$ cat src/rtl/neg_out_encoder_4x2_pkg.sv
// enc_pkg -- shared types and sizes for the negative-output 4-to-2 encoder.
//   state_e : FIFO occupancy states (EMPTY, ONE, TWO)
//   entry_t : one queued result, packed as {code, err}
//   CODE_W, LINES, DEPTH, CNT_W : code width, input lines, FIFO depth, counter width
package enc_pkg;

   localparam int CODE_W = 2;
   localparam int LINES  = 4;
   localparam int DEPTH  = 2;
   localparam int CNT_W  = 8;

   typedef enum logic [1:0] {
      EMPTY = 2'd0,
      ONE   = 2'd1,
      TWO   = 2'd2
   } state_e;

   typedef struct packed {
      logic [CODE_W-1:0] code;
      logic              err;
   } entry_t;

endpackage

$ cat src/rtl/neg_out_encoder_4x2_if.sv
// neg_out_encoder_4x2_if -- producer/consumer bundle for the encoder.
//   in_valid/in_ready/in_en/in_n     : sample input handshake plus active-low lines
//   out_valid/out_ready/out_code/out_err : head-of-queue result handshake
//   err_count                         : saturating count of accepted error patterns
// The master modport is the environment (producer and consumer); the slave
// modport is the encoder itself.
interface neg_out_encoder_4x2_if;
   import enc_pkg::*;

   logic              in_valid;
   logic              in_ready;
   logic              in_en;
   logic [LINES-1:0]  in_n;
   logic              out_valid;
   logic              out_ready;
   logic [CODE_W-1:0] out_code;
   logic              out_err;
   logic [CNT_W-1:0]  err_count;

   modport master (
      output in_valid, in_en, in_n, out_ready,
      input  in_ready, out_valid, out_code, out_err, err_count
   );

   modport slave (
      input  in_valid, in_en, in_n, out_ready,
      output in_ready, out_valid, out_code, out_err, err_count
   );

endinterface

$ cat src/rtl/neg_out_encoder_4x2_prio.sv
// neg_prio_enc4 -- combinational active-low line encoder.
//   in_n : active-low lines, bit i low means line i asserted
//   code : index of the highest asserted line (0 when none asserted)
//   err  : set unless exactly one line is asserted
module neg_prio_enc4
   import enc_pkg::*;
(
   input  logic [LINES-1:0]  in_n,
   output logic [CODE_W-1:0] code,
   output logic              err
);

   logic [LINES-1:0] low;

   // Ascending scan so the last hit, i.e. the highest asserted line, wins.
   // Clearing the lowest set bit leaves something behind only when two or
   // more lines are asserted.
   always_comb begin
      low  = ~in_n;
      code = '0;
      for (int i = 0; i < LINES; i++) begin
         if (low[i]) begin
            code = CODE_W'(i);
         end
      end
      err = (low == '0) || ((low & (low - LINES'(1))) != '0);
   end

endmodule

$ cat src/rtl/neg_out_encoder_4x2.sv
// neg_out_encoder_4x2 -- encodes active-low line samples and queues the
// results in a 2-entry FIFO.
//   clk : rising-edge clock
//   rst : asynchronous active-high reset, empties the queue and clears err_count
//   bus : slave side of neg_out_encoder_4x2_if (input sample, head result, err_count)
module neg_out_encoder_4x2
   import enc_pkg::*;
(
   input  logic                  clk,
   input  logic                  rst,
   neg_out_encoder_4x2_if.slave  bus
);

   logic [CODE_W-1:0] enc_code;
   logic              enc_err;

   state_e            state_q, state_d;
   logic              wr_ptr_q, wr_ptr_d;
   logic              rd_ptr_q, rd_ptr_d;
   entry_t            mem_q [DEPTH];
   entry_t            mem_d [DEPTH];
   logic [CNT_W-1:0]  err_count_q, err_count_d;

   logic              in_ready;
   logic              push;
   logic              pop;
   entry_t            head;

   neg_prio_enc4 u_prio (
      .in_n (bus.in_n),
      .code (enc_code),
      .err  (enc_err)
   );

   // Handshake decode. A full queue still takes a sample when the head leaves
   // on the same edge. Samples with in_en low complete the handshake but are
   // simply dropped.
   always_comb begin
      in_ready = (state_q != TWO) || bus.out_ready;
      push     = bus.in_valid && in_ready && bus.in_en;
      pop      = (state_q != EMPTY) && bus.out_ready;
   end

   // Next-state logic for occupancy, pointers, storage and error counter.
   // When full with push and pop together, wr_ptr equals rd_ptr: the slot being
   // vacated by the head is exactly the one refilled, so order is preserved.
   always_comb begin
      state_d     = state_q;
      wr_ptr_d    = wr_ptr_q;
      rd_ptr_d    = rd_ptr_q;
      mem_d       = mem_q;
      err_count_d = err_count_q;

      if (push) begin
         mem_d[wr_ptr_q] = '{code: enc_code, err: enc_err};
         wr_ptr_d        = ~wr_ptr_q;
         if (enc_err && (err_count_q != '1)) begin
            err_count_d = err_count_q + CNT_W'(1);
         end
      end

      if (pop) begin
         rd_ptr_d = ~rd_ptr_q;
      end

      case ({push, pop})
         2'b10: begin
            case (state_q)
               EMPTY:   state_d = ONE;
               default: state_d = TWO;
            endcase
         end
         2'b01: begin
            case (state_q)
               TWO:     state_d = ONE;
               default: state_d = EMPTY;
            endcase
         end
         default: state_d = state_q;
      endcase
   end

   // State register; reset discards everything queued.
   always_ff @(posedge clk or posedge rst) begin
      if (rst) begin
         state_q     <= EMPTY;
         wr_ptr_q    <= 1'b0;
         rd_ptr_q    <= 1'b0;
         mem_q       <= '{default: '0};
         err_count_q <= '0;
      end else begin
         state_q     <= state_d;
         wr_ptr_q    <= wr_ptr_d;
         rd_ptr_q    <= rd_ptr_d;
         mem_q       <= mem_d;
         err_count_q <= err_count_d;
      end
   end

   // Head result is forced to zero while the queue is empty so stale storage
   // never shows on the outputs.
   assign head          = mem_q[rd_ptr_q];
   assign bus.in_ready  = in_ready;
   assign bus.out_valid = (state_q != EMPTY);
   assign bus.out_code  = (state_q != EMPTY) ? head.code : '0;
   assign bus.out_err   = (state_q != EMPTY) ? head.err  : 1'b0;
   assign bus.err_count = err_count_q;

endmodule
$ cat src/flat_wrapper.sv
// flat-port wrapper written by rule: the top's interface ports become plain ports
module neg_out_encoder_4x2_flat import enc_pkg::*;
  (clk, rst, bus_in_valid, bus_in_en, bus_in_n, bus_out_ready, bus_in_ready, bus_out_valid, bus_out_code, bus_out_err, bus_err_count);
  neg_out_encoder_4x2_if bus_i ();
  input  logic clk;
  input  logic rst;
  input wire logic [$bits(bus_i.in_valid)-1:0] bus_in_valid;
  input wire logic [$bits(bus_i.in_en)-1:0] bus_in_en;
  input wire logic [$bits(bus_i.in_n)-1:0] bus_in_n;
  input wire logic [$bits(bus_i.out_ready)-1:0] bus_out_ready;
  output wire logic [$bits(bus_i.in_ready)-1:0] bus_in_ready;
  output wire logic [$bits(bus_i.out_valid)-1:0] bus_out_valid;
  output wire logic [$bits(bus_i.out_code)-1:0] bus_out_code;
  output wire logic [$bits(bus_i.out_err)-1:0] bus_out_err;
  output wire logic [$bits(bus_i.err_count)-1:0] bus_err_count;
  assign bus_i.in_valid = bus_in_valid;
  assign bus_i.in_en = bus_in_en;
  assign bus_i.in_n = bus_in_n;
  assign bus_i.out_ready = bus_out_ready;
  assign bus_in_ready = bus_i.in_ready;
  assign bus_out_valid = bus_i.out_valid;
  assign bus_out_code = bus_i.out_code;
  assign bus_out_err = bus_i.out_err;
  assign bus_err_count = bus_i.err_count;
  neg_out_encoder_4x2 u_core (.clk(clk), .rst(rst), .bus(bus_i));
endmodule
$ cat config.mk
export PLATFORM = sky130hd
export DESIGN_NAME = neg_out_encoder_4x2_flat
export DESIGN_NICKNAME = d
export VERILOG_FILES = /design/src/rtl/neg_out_encoder_4x2_pkg.sv /design/src/rtl/neg_out_encoder_4x2_if.sv /design/src/rtl/neg_out_encoder_4x2_prio.sv /design/src/rtl/neg_out_encoder_4x2.sv /design/src/flat_wrapper.sv
export SDC_FILE = /design/constraint.sdc
export NUM_CORES = 1
export LEC_CHECK = 0
export ABC_AREA = 1
export CAP_MARGIN = 10
export CORE_AREA = 2 2 40 69
export DETAILED_ROUTE_END_ITERATION = 8
export DIE_AREA = 0 0 42 71
export GPL_TIMING_DRIVEN = 0
export PLACE_DENSITY = 0.69
export SYNTH_ARGS = -nofsm -noshare
export SYNTH_HDL_FRONTEND = slang
export SYNTH_SLANG_ARGS = --single-unit
$ cat constraint.sdc
create_clock -name clk -period 2.2 [get_ports clk]
set_input_delay 0.33 -clock clk [delete_from_list [all_inputs] [get_ports clk]]
set_output_delay 0.33 -clock clk [all_outputs]
set_load 0.01 [all_outputs]
* Yosys cells after proc, flatten, opt, wreduce, memory -nomap -nowiden
Index checks and enable logic that the tools add are counted.
** Word-level totals
- Bits in registers :: 18
- Input port bits :: 9
- Output and inout bits :: 13
- Logic and storage cells :: 51
** Operators by class
- Add/subtract/negate cells :: 2
- Order comparisons :: 3
- Eq/ne operators :: 5
- Multiplexer cells :: 14
- Bitwise gates (word level) :: 6
- Reductions and logical operators :: 13
** Operators by type and width (number)
- two-way mux 3 bit :: 4
- adder 8 x 1 -> 8 bit (second input constant) :: 1
- two-way mux 2 bit :: 4
- != test 8 bit (second input constant) :: 1
- bitwise mux 6 bit :: 1
- logical AND 1 bit :: 5
- AND 4 bit :: 1
- == test 2 bit (second input constant) :: 2
- greater-or-equal comparator 2 bit (second input constant) :: 2
- logical NOT 4 bit :: 1
- NOT 1 -> 2 bit :: 2
- NOT 4 bit :: 1
- case mux 2 bit (2 select lines) :: 1
- nonzero test 2 bit :: 2
- nonzero test 4 bit :: 1
- subtractor 4 x 1 -> 4 bit (second input constant) :: 1
- demux 3 bit (select 1 bit) :: 1
- two-way mux 1 bit :: 3
- == test 2 x 1 -> 1 bit (second input constant) :: 1
- logical NOT 2 bit :: 1
- logical OR 1 bit :: 2
- less-than comparator 2 x 1 -> 1 bit (second input constant) :: 1
- != test 2 bit (second input constant) :: 1
- NOT 1 bit :: 2
- AND reduction 2 bit :: 1

* Logic depth before layout (Yosys ltp)
Gate-level depths: netlist (run 1).
- Depth in word-level cells :: 7
- Depth in mapped cells :: 8

* By module
Synthesis (run 1) repeated with hierarchy kept, for this count alone.
** Unflattened totals
- Cell total of the unflattened synthesis :: 148
- Area total of the unflattened synthesis :: 1043.5 um2
** By module, submodules not included
- neg_out_encoder_4x2 :: times used 1, cells an instance 134, area each 987.2 um2, sequential area each 450.4 um2
- neg_prio_enc4 :: times used 1, cells an instance 14, area each 56.3 um2, sequential area each 0.0 um2

* Least setup slack after synthesis (run 1)
No wires, ideal clock.
- Path type :: register to register
- Start :: register u_core.state_q[1]
- End :: register u_core.state_q[0]
- Library setup time :: 0.065 ns
- Data arrival time :: 1.317 ns
- Setup slack :: 0.817 ns
- Stages on the path, launching flop included :: 8
- Path buffers :: 0
- Clock period less this slack :: 1.383 ns
- Cell sequence :: dfrtp_1 -> inv_1 -> nand2_1 -> nand2_1 -> inv_1 -> ha_1 -> a21oi_1 -> a22o_1
** RTL lines
- from (decl) :: line neg_out_encoder_4x2.sv:17 : state_e state_q, state_d;
- from (signal assigned) :: line neg_out_encoder_4x2.sv:92 : state_q <= state_d;
- nonzero test 2 bit (*)
- via bus_out_valid :: line flat_wrapper.sv:12 : output wire logic [$bits(bus_i.out_valid)-1:0] bus_out_valid;
- logical AND 1 bit (*) :: line neg_out_encoder_4x2.sv:41 : pop = (state_q != EMPTY) && bus.out_ready;
- via u_core.pop :: line neg_out_encoder_4x2.sv:26 : logic pop;
- == test 2 x 1 -> 1 bit / == test 2 bit (equally long branches) :: line neg_out_encoder_4x2.sv:66 : case ({push, pop})
- case mux 2 bit (2 select lines) / nonzero test 2 bit (equally long branches)
The timed path passes the listed nets; every way through them passes the cells marked *.
A chain may end at the register's enable or synchronous reset.

* Worst setup path in the final report (run 1)
- Start :: register u_core.state_q[1]
- End :: output bus_out_err
** Between the ends
- Longest elaborated chain between the ends :: 2
** Ends and longest elaborated chain
- nonzero test 2 bit :: line neg_out_encoder_4x2.sv:106 : assign bus.out_err = (state_q != EMPTY) ? head.err : 1'b0;
- two-way mux 1 bit :: line neg_out_encoder_4x2.sv:106
- to (decl) :: line flat_wrapper.sv:14 : output wire logic [$bits(bus_i.out_err)-1:0] bus_out_err;
No other way between the ends.

==> results.py, run 1 <==
metrics = {
    "final_layout": {
        "areaGrowthSynthToFinish_pct": 28.3,
        "nNetsFinal": 179,
        "drive_gt1_share_pct": 10.8,
        "fillers": 237,
        "layout_commonest_cell": "nand2_1",
        "layout_common_cells": "nand2_1 (57), clkdlybuf4s50_1 (21), inv_1 (18), dfrtp_1 (18), nand3_1 (11)",
        "antenna_cells": 0,
        "final_util_pct": 55.5,
    },
    "global_route": {
        "antenna_found_initial": 0,
        "gr-usage-all-layers_pct": 17.8,
        "first_global_vias": 984,
        "grt_max_degree": 19,
        "grt_overflow_total": 0,
        "grt_pass1_wl_um": 4110,
    },
    "logic_synthesis": {
        "synth.avg_cell_area_um2": 7.41,
        "ys_ff_latch": 18,
        "yosysSeqAreaShare_pct": 42.8,
        "yosys_warnings": 0,
        "synth_area_mm2": 0.00105,
        "synth.distinct_cells": 22,
        "synthCells": 142,
        "synth_nets": 153,
    },
    "route": {
        "drt-initial-drc-count": 11,
        "viasPerCell": 4.82,
        "drc": 0,
        "ant_nets": 0,
        "routedWlPerCell_um": 11.4,
        "vias": 930,
        "drt_pass1_iterations": 4,
        "routed_wl_um": 2200,
    },
    "clock_network": {
        "hold_buffers": 0,
        "cts_tree": "done",
        "cts_buffer_depth": 2,
        "h-tree-depth": 1,
        "cts_setup_buffers": 0,
        "insertion_delay_ps": 250,
        "clk_pin_slew_ps": 70,
        "cts_resized": 0,
        "cts_buffers": 3,
        "cts_root_buf": "clkbuf_8",
        "cts.sinks": 18,
    },
    "pwr": {
        "p_clk_share_pct": 18.2,
        "seq_power_share_pct": 39.7,
        "total_power_uw": 1450,
        "max-vdd-ir-drop_uv": 598,
        "power_density_mw_per_mm2": 1070,
        "p_int_uw": 922,
        "p_sw_uw": 528,
        "leakage_uw": 0.000698,
        "combPwrFrac_pct": 42.0,
        "sw_frac_of_total_pct": 36.4,
    },
    "timing": {
        "clock_skew_ps": 1.73,
        "setup_viol_count_final": 0,
        "relSlewSlack_pct": 53.4,
        "min_period_ps": 1950,
        "fmax_ghz": 0.514,
        "hold_slack_ps": 473,
        "finalHoldViolations": 0,
        "worstMarginPinSlew_ps": 698,
        "period_share_pct": 88.4,
        "setup_tns_ps": 0,
        "rsz0062_at_grt": "no",
        "slew_viol_final": 0,
    },
    "outcome": {
        "status": "complete, no violations",
    },
    "die": {
        "initial_utilization_pct": 43.3,
        "die_height_um": 71,
        "ios": 22,
        "rows": 24,
        "die_w_um": 42,
        "die-area_mm2": 0.00298,
        "coreArea_mm2": 0.00243,
    },
    "critical_path": {
        "path_cells": "inv_1, nand2_1, o21ai_0, a21oi_1, clkdlybuf4s50_1",
        "path_buf_inv": 2,
        "worstPathArrival_ps": 1620,
        "crit_required_ps": 1870,
        "critPathLaunchType": "flop",
        "critPathCaptureType": "primary output",
        "critical_path_class": "flop to primary output",
        "cpPeakStageDelay_ps": 540,
        "path_delay_family": "buffers and inverters",
        "path_max_fanout": 5,
        "crit_slowest_cell": "clkdlybuf4s50_1",
    },
    "hold_path": {
        "hp-class": "flop to flop",
    },
    "placed_design": {
        "port_buffers": 21,
        "gp_congestion": 0.736,
        "dp_hpwl_um": 1760,
    },
    "job": {
        "cap_viol_max_count": 0,
    },
}
[synth_stat cells]
master | count | area share, %
nor2_4 | 1 | 1.1
xor2_1 | 2 | 1.7
nand2_2 | 2 | 1.2
inv_2 | 4 | 1.4
nand3_1 | 11 | 5.2
dfrtp_1 | 18 | 43
nand2_4 | 1 | 1.1
ha_1 | 2 | 2.4
nand3_4 | 1 | 1.7
nand2_1 | 57 | 20
o21ai_0 | 5 | 2.4
nor2_1 | 3 | 1.1
nor2_2 | 2 | 1.2
nand3b_1 | 1 | 0.71
nand3b_2 | 1 | 1.1
buf_2 | 1 | 0.48
inv_1 | 18 | 6.4
o21ai_1 | 3 | 1.4
a21oi_1 | 5 | 2.4
a21oi_4 | 1 | 1.5
a22o_1 | 1 | 0.83
xnor2_1 | 2 | 1.7
[worst register-to-register path: stages (launching register included)]
cell,delay (ps)
dfrtp_1,400
inv_1,110
nand2_1,130
nand2_1,120
inv_1,50
ha_1,320
a21oi_1,190
a22o_1,150
[layout make-up]
class | instances | area (um^2) | share of cell area (%)
multi-input cells | 101 | 514 | 38.1
flip-flops and latches | 18 | 450 | 33.4
repair buffers | 21 | 210 | 15.6
inverters | 22 | 82.6 | 6.12
clock buffers | 4 | 55.1 | 4.08
well taps | 26 | 32.5 | 2.41
plain buffers | 1 | 5.00 | 0.371
[power groups by stage]
| stage | Sequential [uW] | Combinational, uW | Clock, uW |
|---|---|---|---|
| 3_5_place_dp | 579 | 615 | 0 |
| 6_report | 576 | 609 | 264 |
| 5_1_grt | 592 | 685 | 288 |
| 4_1_cts | 576 | 617 | 273 |
| 2_1_floorplan | 567 | 352 | 0 |
| 3_3_place_gp | 571 | 595 | 0 |
[logic make-up after synthesis]
logic type,after synthesis,synth area share (%)
AOI/OAI and AO/OA,15,8.56
xor gates and xnor gates,4,3.33
adders and majority gates,2,2.38
buffers and inverters,23,8.32
DFF,18,42.8
and+or+nand+nor,80,34.6
[through the flow]
stage          instances  instance area (um^2)  setup slack [ps]
3_3_place_gp         189                  1290               368
6_report             193                  1350               254
5_1_grt              193                  1350               123
3_5_place_dp         189                  1290               360
2_1_floorplan        142                  1050               817
4_1_cts              193                  1350               254
[flip-flops by register name, summed over array words and instances (netlist names)]
| name | count |
|---|---|
| u_core.bus.err_count | 8 |
| u_core.rd_ptr_q | 1 |
| u_core.wr_ptr_q | 1 |
| u_core.mem_q | 6 |
| u_core.state_q | 2 |
[layer usage]
metal / up-vias / wire length (um) / GRT usage (%)
li1: 485 / - / -
met1: 421 / 845 / 18.7
met2: 18 / 1220 / 32.5
met3: 6 / 68 / 2.55
met4: 0 / 61 / 10.4
met5: - / 0 / 0
[final timing paths]
check	start	end	slack, ps	depth (start not counted)
setup reg to reg	u_core.state_q[1]	u_core.state_q[0]	670	7
min in group asynchronous	rst	u_core.bus.err_count[6]	490	2
hold reg to reg	u_core.mem_q[4]	u_core.mem_q[4]	470	2
max in group asynchronous	rst	u_core.mem_q[2]	1270	2
setup / recovery	u_core.state_q[1]	bus_out_err	250	5
hold / removal	u_core.mem_q[4]	u_core.mem_q[4]	470	2
No activity file was read; power rests on OpenSTA's default activity.
==> run 2, diff against run 1 <==
--- a/config.mk
+++ b/config.mk
@@ -7,11 +7,14 @@
 export LEC_CHECK = 0
 export ABC_AREA = 1
 export CAP_MARGIN = 10
-export CORE_AREA = 2 2 40 69
+export CELL_PAD_IN_SITES_DETAIL_PLACEMENT = 0
+export CELL_PAD_IN_SITES_GLOBAL_PLACEMENT = 2
+export CORE_AREA = 2 2 48 84
 export DETAILED_ROUTE_END_ITERATION = 8
-export DIE_AREA = 0 0 42 71
+export DIE_AREA = 0 0 50 86
 export GPL_TIMING_DRIVEN = 0
-export PLACE_DENSITY = 0.69
+export MAX_ROUTING_LAYER = met4
+export PLACE_DENSITY_LB_ADDON = 0.1
 export SYNTH_ARGS = -nofsm -noshare
 export SYNTH_HDL_FRONTEND = slang
 export SYNTH_SLANG_ARGS = --single-unit
==> run 2 against run 1 <==
  * Worst hold slack better by 2.0 ps
  * Clock skew rose by 1.0 ps
  * Combinational power up 0.7%
  * Sequential cell count unchanged
  * Clock-buffer cell count is the same
  * First-iteration DRC count decreased by 64%
  * Final cell count is 10% higher
  * Register-to-register slack gained 70 ps
  * Sequential power down 0.9%
==> results.py, run 2 (synthesis gave the netlist of run 1 again) <==
metrics = {
    "clock_network": {
        "hold_buffers": 0,
        "cts.sinks": 18,
        "insertion_delay_ps": 250,
        "h-tree-depth": 1,
        "cts_resized": 0,
        "clk_pin_slew_ps": 70,
        "cts_tree": "done",
        "cts_setup_buffers": 0,
        "cts_buffer_depth": 2,
        "cts_root_buf": "clkbuf_8",
        "cts_buffers": 3,
    },
    "route": {
        "drc": 0,
        "routed_wl_um": 2380,
        "routedWlPerCell_um": 11.2,
        "drt_pass1_iterations": 4,
        "ant_nets": 0,
        "drt-initial-drc-count": 4,
        "viasPerCell": 4.37,
        "vias": 931,
    },
    "die": {
        "initial_utilization_pct": 29.3,
        "ios": 22,
        "rows": 29,
        "die_height_um": 86,
        "die-area_mm2": 0.00430,
        "die_w_um": 50,
        "coreArea_mm2": 0.00359,
    },
    "timing": {
        "finalHoldViolations": 0,
        "min_period_ps": 1940,
        "slew_viol_final": 0,
        "rsz0062_at_grt": "no",
        "relSlewSlack_pct": 54.2,
        "setup_viol_count_final": 0,
        "fmax_ghz": 0.517,
        "period_share_pct": 88.0,
        "fin_ws_ps": 264,
        "setup_tns_ps": 0,
        "clock_skew_ps": 2.78,
        "worstMarginPinSlew_ps": 686,
    },
    "final_layout": {
        "instances_no_fill": 213,
        "fillers": 385,
        "fin_area_mm2": 0.00138,
        "layout_commonest_cell": "nand2_1",
        "layout_common_cells": "nand2_1 (57), clkdlybuf4s50_1 (21), inv_1 (18), dfrtp_1 (18), nand3_1 (11)",
        "drive_gt1_share_pct": 10.8,
        "nNetsFinal": 179,
        "areaGrowthSynthToFinish_pct": 30.7,
        "antenna_cells": 0,
        "largest_reg_flops": 8,
    },
    "global_route": {
        "antenna_found_initial": 0,
        "grt_pass1_wl_um": 4080,
        "gr-usage-all-layers_pct": 12.7,
        "first_global_vias": 973,
        "grt_overflow_total": 0,
        "grt_max_degree": 19,
    },
    "critical_path": {
        "critical_path_class": "flop to primary output",
        "path_max_fanout": 5,
        "regToRegStartpoint": "u_core.state_q[1]",
        "crit_required_ps": 1870,
        "critPathLaunch": "u_core.state_q[0]",
        "critPathLaunchType": "flop",
        "worstPathArrival_ps": 1610,
        "critPathCaptureType": "primary output",
    },
    "pwr": {
        "max-vdd-ir-drop_uv": 491,
        "power_density_mw_per_mm2": 1060,
        "leakage_uw": 0.000698,
    },
    "outcome": {
        "status": "complete, no violations",
    },
    "job": {
        "cap_viol_max_count": 0,
    },
    "hold_path": {
        "hp-class": "input pin to async pin",
    },
    "placed_design": {
        "dp_hpwl_um": 1870,
        "placedCellCount": 209,
        "gp_congestion": 0.727,
        "place_area_mm2": 0.00132,
        "port_buffers": 21,
        "dp_slack_ps": 352,
    },
}
run 2: cell counts in the layout (fill, tap and decap cells not counted):
No cell type changed its count.
run 2: worst max-delay path, stage by stage, from the launching register on:
cell and delay (ps):
dfrtp_1 380, inv_2 50, nand2_1 140, o21ai_0 100
a21oi_1 130, clkdlybuf4s50_1 550
run 2: layer usage:
metal | wire, um | global-route usage, %
met1 | 922 | 12.3
met2 | 1360 | 23.2
met3 | 44 | 1.57
met4 | 57 | 7.32
met5 | 0 | -
run 2: worst paths after layout:
kind	to	slack, ps	cells past startpoint
worst max-delay path	bus_out_err	260	5
worst min-delay path	u_core.state_q[1]	480	2
worst max register to register	u_core.state_q[0]	740	7
worst min register to register	u_core.mem_q[3]	480	2
max in group asynchronous	u_core.mem_q[5]	1290	2
min in group clk	u_core.mem_q[3]	480	2
run 2: layout make-up:
cell class | count | area [um^2] | area share (%)
Buffer | 1 | 5.00 | 0.364
Clock buffer | 4 | 55.1 | 4.00
Inverter | 22 | 82.6 | 6.01
Multi-Input combinational cell | 101 | 514 | 37.4
Sequential cell | 18 | 450 | 32.8
Tap cell | 46 | 57.6 | 4.19
Timing Repair Buffer | 21 | 210 | 15.3
run 2: stage by stage:
| stage | util, % | power, uW | hold slack, ps |
|---|---|---|---|
| 3_5_place_dp | 36.7 | 1200 | 459 |
| 2_1_floorplan | - | 919 | 269 |
| 5_1_grt | 38.3 | 1590 | 497 |
| 6_report | 38.3 | 1460 | 475 |
| 3_3_place_gp | 36.7 | 1180 | 457 |
| 4_1_cts | 38.3 | 1480 | 477 |
run 2: power breakdown:
group	switching [uW]	internal (uW)	total, uW
Combinational	307	306	613
Sequential	115	456	571
Clock	115	159	274
Total	537	921	1460
==> run 3, diff against run 2 <==
--- a/config.mk
+++ b/config.mk
@@ -9,12 +9,13 @@
 export CAP_MARGIN = 10
 export CELL_PAD_IN_SITES_DETAIL_PLACEMENT = 0
 export CELL_PAD_IN_SITES_GLOBAL_PLACEMENT = 2
-export CORE_AREA = 2 2 48 84
+export CORE_AREA = 2 2 49 85
 export DETAILED_ROUTE_END_ITERATION = 8
-export DIE_AREA = 0 0 50 86
+export DIE_AREA = 0 0 51 87
 export GPL_TIMING_DRIVEN = 0
 export MAX_ROUTING_LAYER = met4
 export PLACE_DENSITY_LB_ADDON = 0.1
 export SYNTH_ARGS = -nofsm -noshare
 export SYNTH_HDL_FRONTEND = slang
+export SYNTH_HIERARCHICAL = 1
 export SYNTH_SLANG_ARGS = --single-unit
==> run 3 against run 2 <==
  * Via count grew 0.54%
  * Largest cell class unchanged
  * Largest power group unchanged
  * Sequential power shrank 0.9%
  * Clock-buffer cell count is the same
==> results.py, run 3 <==
metrics = {
    "timing": {
        "finalHoldViolations": 0,
        "rsz0062_at_grt": "no",
        "setup_tns_ps": 0,
        "relSlewSlack_pct": 51.9,
        "fmax_ghz": 0.522,
        "worstMarginPinSlew_ps": 721,
        "min_period_ps": 1910,
        "clock_skew_ps": 2.01,
        "hold_slack_ps": 484,
        "setup_viol_count_final": 0,
        "period_share_pct": 87.0,
        "slew_viol_final": 0,
    },
    "logic_synthesis": {
        "synth.avg_cell_area_um2": 7.05,
        "ys_top_cells_by_count": "nand2_1 (64), inv_1 (20), dfrtp_1 (18)",
        "ys_ff_latch": 18,
        "synth_edf_count": 0,
        "yosysTopAreaCellShare_pct": 43.2,
        "synth_area_mm2": 0.00104,
        "yosysTopAreaCell": "dfrtp_1",
        "synth_nets": 159,
        "yosysSeqAreaShare_pct": 43.2,
        "yosysMostFrequentCell": "nand2_1",
        "async_reset_ff_share_pct": 100,
        "yosys_warnings": 6,
        "synth_area_leaders": "dfrtp_1 (43%), nand2_1 (23%), inv_1 (7.2%)",
        "synthFlopType": "dfrtp_1",
        "synthCells": 148,
        "synth.distinct_cells": 18,
    },
    "route": {
        "drt-initial-drc-count": 11,
        "vias": 936,
        "ant_nets": 0,
        "viasPerCell": 4.24,
        "routed_wl_um": 2420,
        "drc": 0,
        "routedWlPerCell_um": 11.0,
        "drt_pass1_iterations": 4,
    },
    "clock_network": {
        "h-tree-depth": 1,
        "cts_resized": 0,
        "hold_buffers": 0,
        "cts.sinks": 18,
        "cts_setup_buffers": 0,
        "cts_root_buf": "clkbuf_8",
        "cts_buffer_depth": 2,
        "cts_tree": "done",
        "clk_pin_slew_ps": 70,
        "insertion_delay_ps": 250,
        "cts_buffers": 3,
    },
    "job": {
        "cap_viol_max_count": 0,
    },
    "placed_design": {
        "port_buffers": 21,
        "dp_hpwl_um": 1910,
        "gp_congestion": 0.766,
    },
    "final_layout": {
        "multi_input_area_um2": 503,
        "drive_gt1_share_pct": 9.25,
        "seqCellArea_um2": 450,
        "layout_common_cells": "nand2_1 (64), clkdlybuf4s50_1 (21), inv_1 (20), dfrtp_1 (18), o21ai_0 (9)",
        "nNetsFinal": 185,
        "antenna_cells": 0,
        "largest_reg_flops": 8,
        "fillers": 423,
        "areaGrowthSynthToFinish_pct": 31.2,
        "layout_commonest_cell": "nand2_1",
    },
    "global_route": {
        "grt_overflow_total": 0,
        "grtUsageMet3_pct": 1.03,
        "grt_max_degree": 19,
        "grt.busiest_layer": "met2",
        "gr-usage-all-layers_pct": 12.6,
        "met1_usage_pct": 11.6,
        "first_global_vias": 938,
        "use_met2_pct": 24.8,
        "grt_pass1_wl_um": 4050,
        "antenna_found_initial": 0,
    },
    "critical_path": {
        "crit_required_ps": 1870,
        "reg2reg_slack_ps": 770,
        "cpPeakStageDelay_ps": 550,
        "critPathCaptureType": "primary output",
        "r2r_cells": 6,
        "critPathLaunchType": "flop",
        "critical_path_class": "flop to primary output",
        "crit_slowest_cell": "clkdlybuf4s50_1",
        "crit_path_frequent_cell": "inv_1",
        "path_cells": "inv_1, nand2_1, inv_1, a21oi_1, clkdlybuf4s50_1",
        "critPathLaunch": "u_core/state_q[1]",
        "path_max_fanout": 4,
        "worstPathArrival_ps": 1580,
        "regToRegStartpoint": "u_core/bus.err_count[0]",
        "cp-endpoint": "bus_out_code[1]",
        "rr_endpoint": "u_core/bus.err_count[3]",
    },
    "die": {
        "ios": 22,
        "die_w_um": 51,
        "initial_utilization_pct": 27.5,
        "die-area_mm2": 0.00444,
        "rows": 30,
        "coreArea_mm2": 0.00379,
        "die_height_um": 87,
    },
    "hold_path": {
        "hp-class": "flop to flop",
    },
    "outcome": {
        "status": "complete, no violations",
    },
    "pwr": {
        "leakage_uw": 0.000714,
        "power_density_mw_per_mm2": 1040,
        "max-vdd-ir-drop_uv": 576,
    },
}
## run 3: changes by cell type in the layout (fill, tap and decap cells not counted), moves of 2 or more
cell     change
o21ai_0      +4
inv_1        +2
nand2_1      +7
nand3_1      -6
nor2_1       +5
## run 3: power by group
part           total (uW)  internal [uW]  switching, uW  leakage, uW
Clock                 274            159            115    0.0000288
Sequential            566            454            113     0.000228
Combinational         584            290            294     0.000457
Total                1420            903            522     0.000714
## run 3: kinds of logic after synthesis
family / count (synthesis) / synth area share, %
adders and majority gates: 2 / 2.40
and+or+nand+nor: 86 / 36.1
AOI/OAI and AO/OA: 15 / 7.19
buffers and inverters: 24 / 8.63
DFF: 18 / 43.2
xor gates and xnor gates: 3 / 2.52
## run 3: routing by layer
metal  up-vias  routed length [um]  part of all wire, %
li1        498                   -                    -
met1       421                 944                   39
met2        15                1400                   58
met3         2                  52                  2.1
met4         0                  27                  1.1
met5         -                   0                    0
## run 3: worst min-delay path by stage
stage / startpoint / end / depth (start not counted)
after CTS: u_core/mem_q[5] / u_core/mem_q[5] / 2
after floorplan: rst / u_core/bus.err_count[0] / 1
after global routing: u_core/mem_q[0] / u_core/mem_q[0] / 2
after global placement: u_core/mem_q[5] / u_core/mem_q[5] / 2
after detailed placement: u_core/mem_q[5] / u_core/mem_q[5] / 2
final: u_core/mem_q[5] / u_core/mem_q[5] / 2
## run 3: stage by stage
stage	cell area [um^2]	setup slack [ps]	instances	power [uW]	util, %
final	1370	286	221	1420	36.1
after detailed placement	1310	347	217	1170	34.7
after global routing	1370	181	221	1560	36.1
after CTS	1370	251	221	1460	36.1
after floorplan	1040	889	148	898	-
after global placement	1310	344	217	1160	34.7
## run 3: area by class of cell
class                   count  share of cell area [%]
repair buffers             21                    15.4
multi-input cells         106                    36.7
well taps                  48                    4.39
clock buffers               4                    4.02
flip-flops and latches     18                    32.9
inverters                  24                    6.58
## run 3: critical path: cells and delay by family (launching register included)
family | cells | cell delay (ps)
AND/OR/NAND/NOR | 1 | 90
AO/OA/AOI/OAI | 1 | 130
flip-flops | 1 | 390
buffers and inverters | 3 | 730
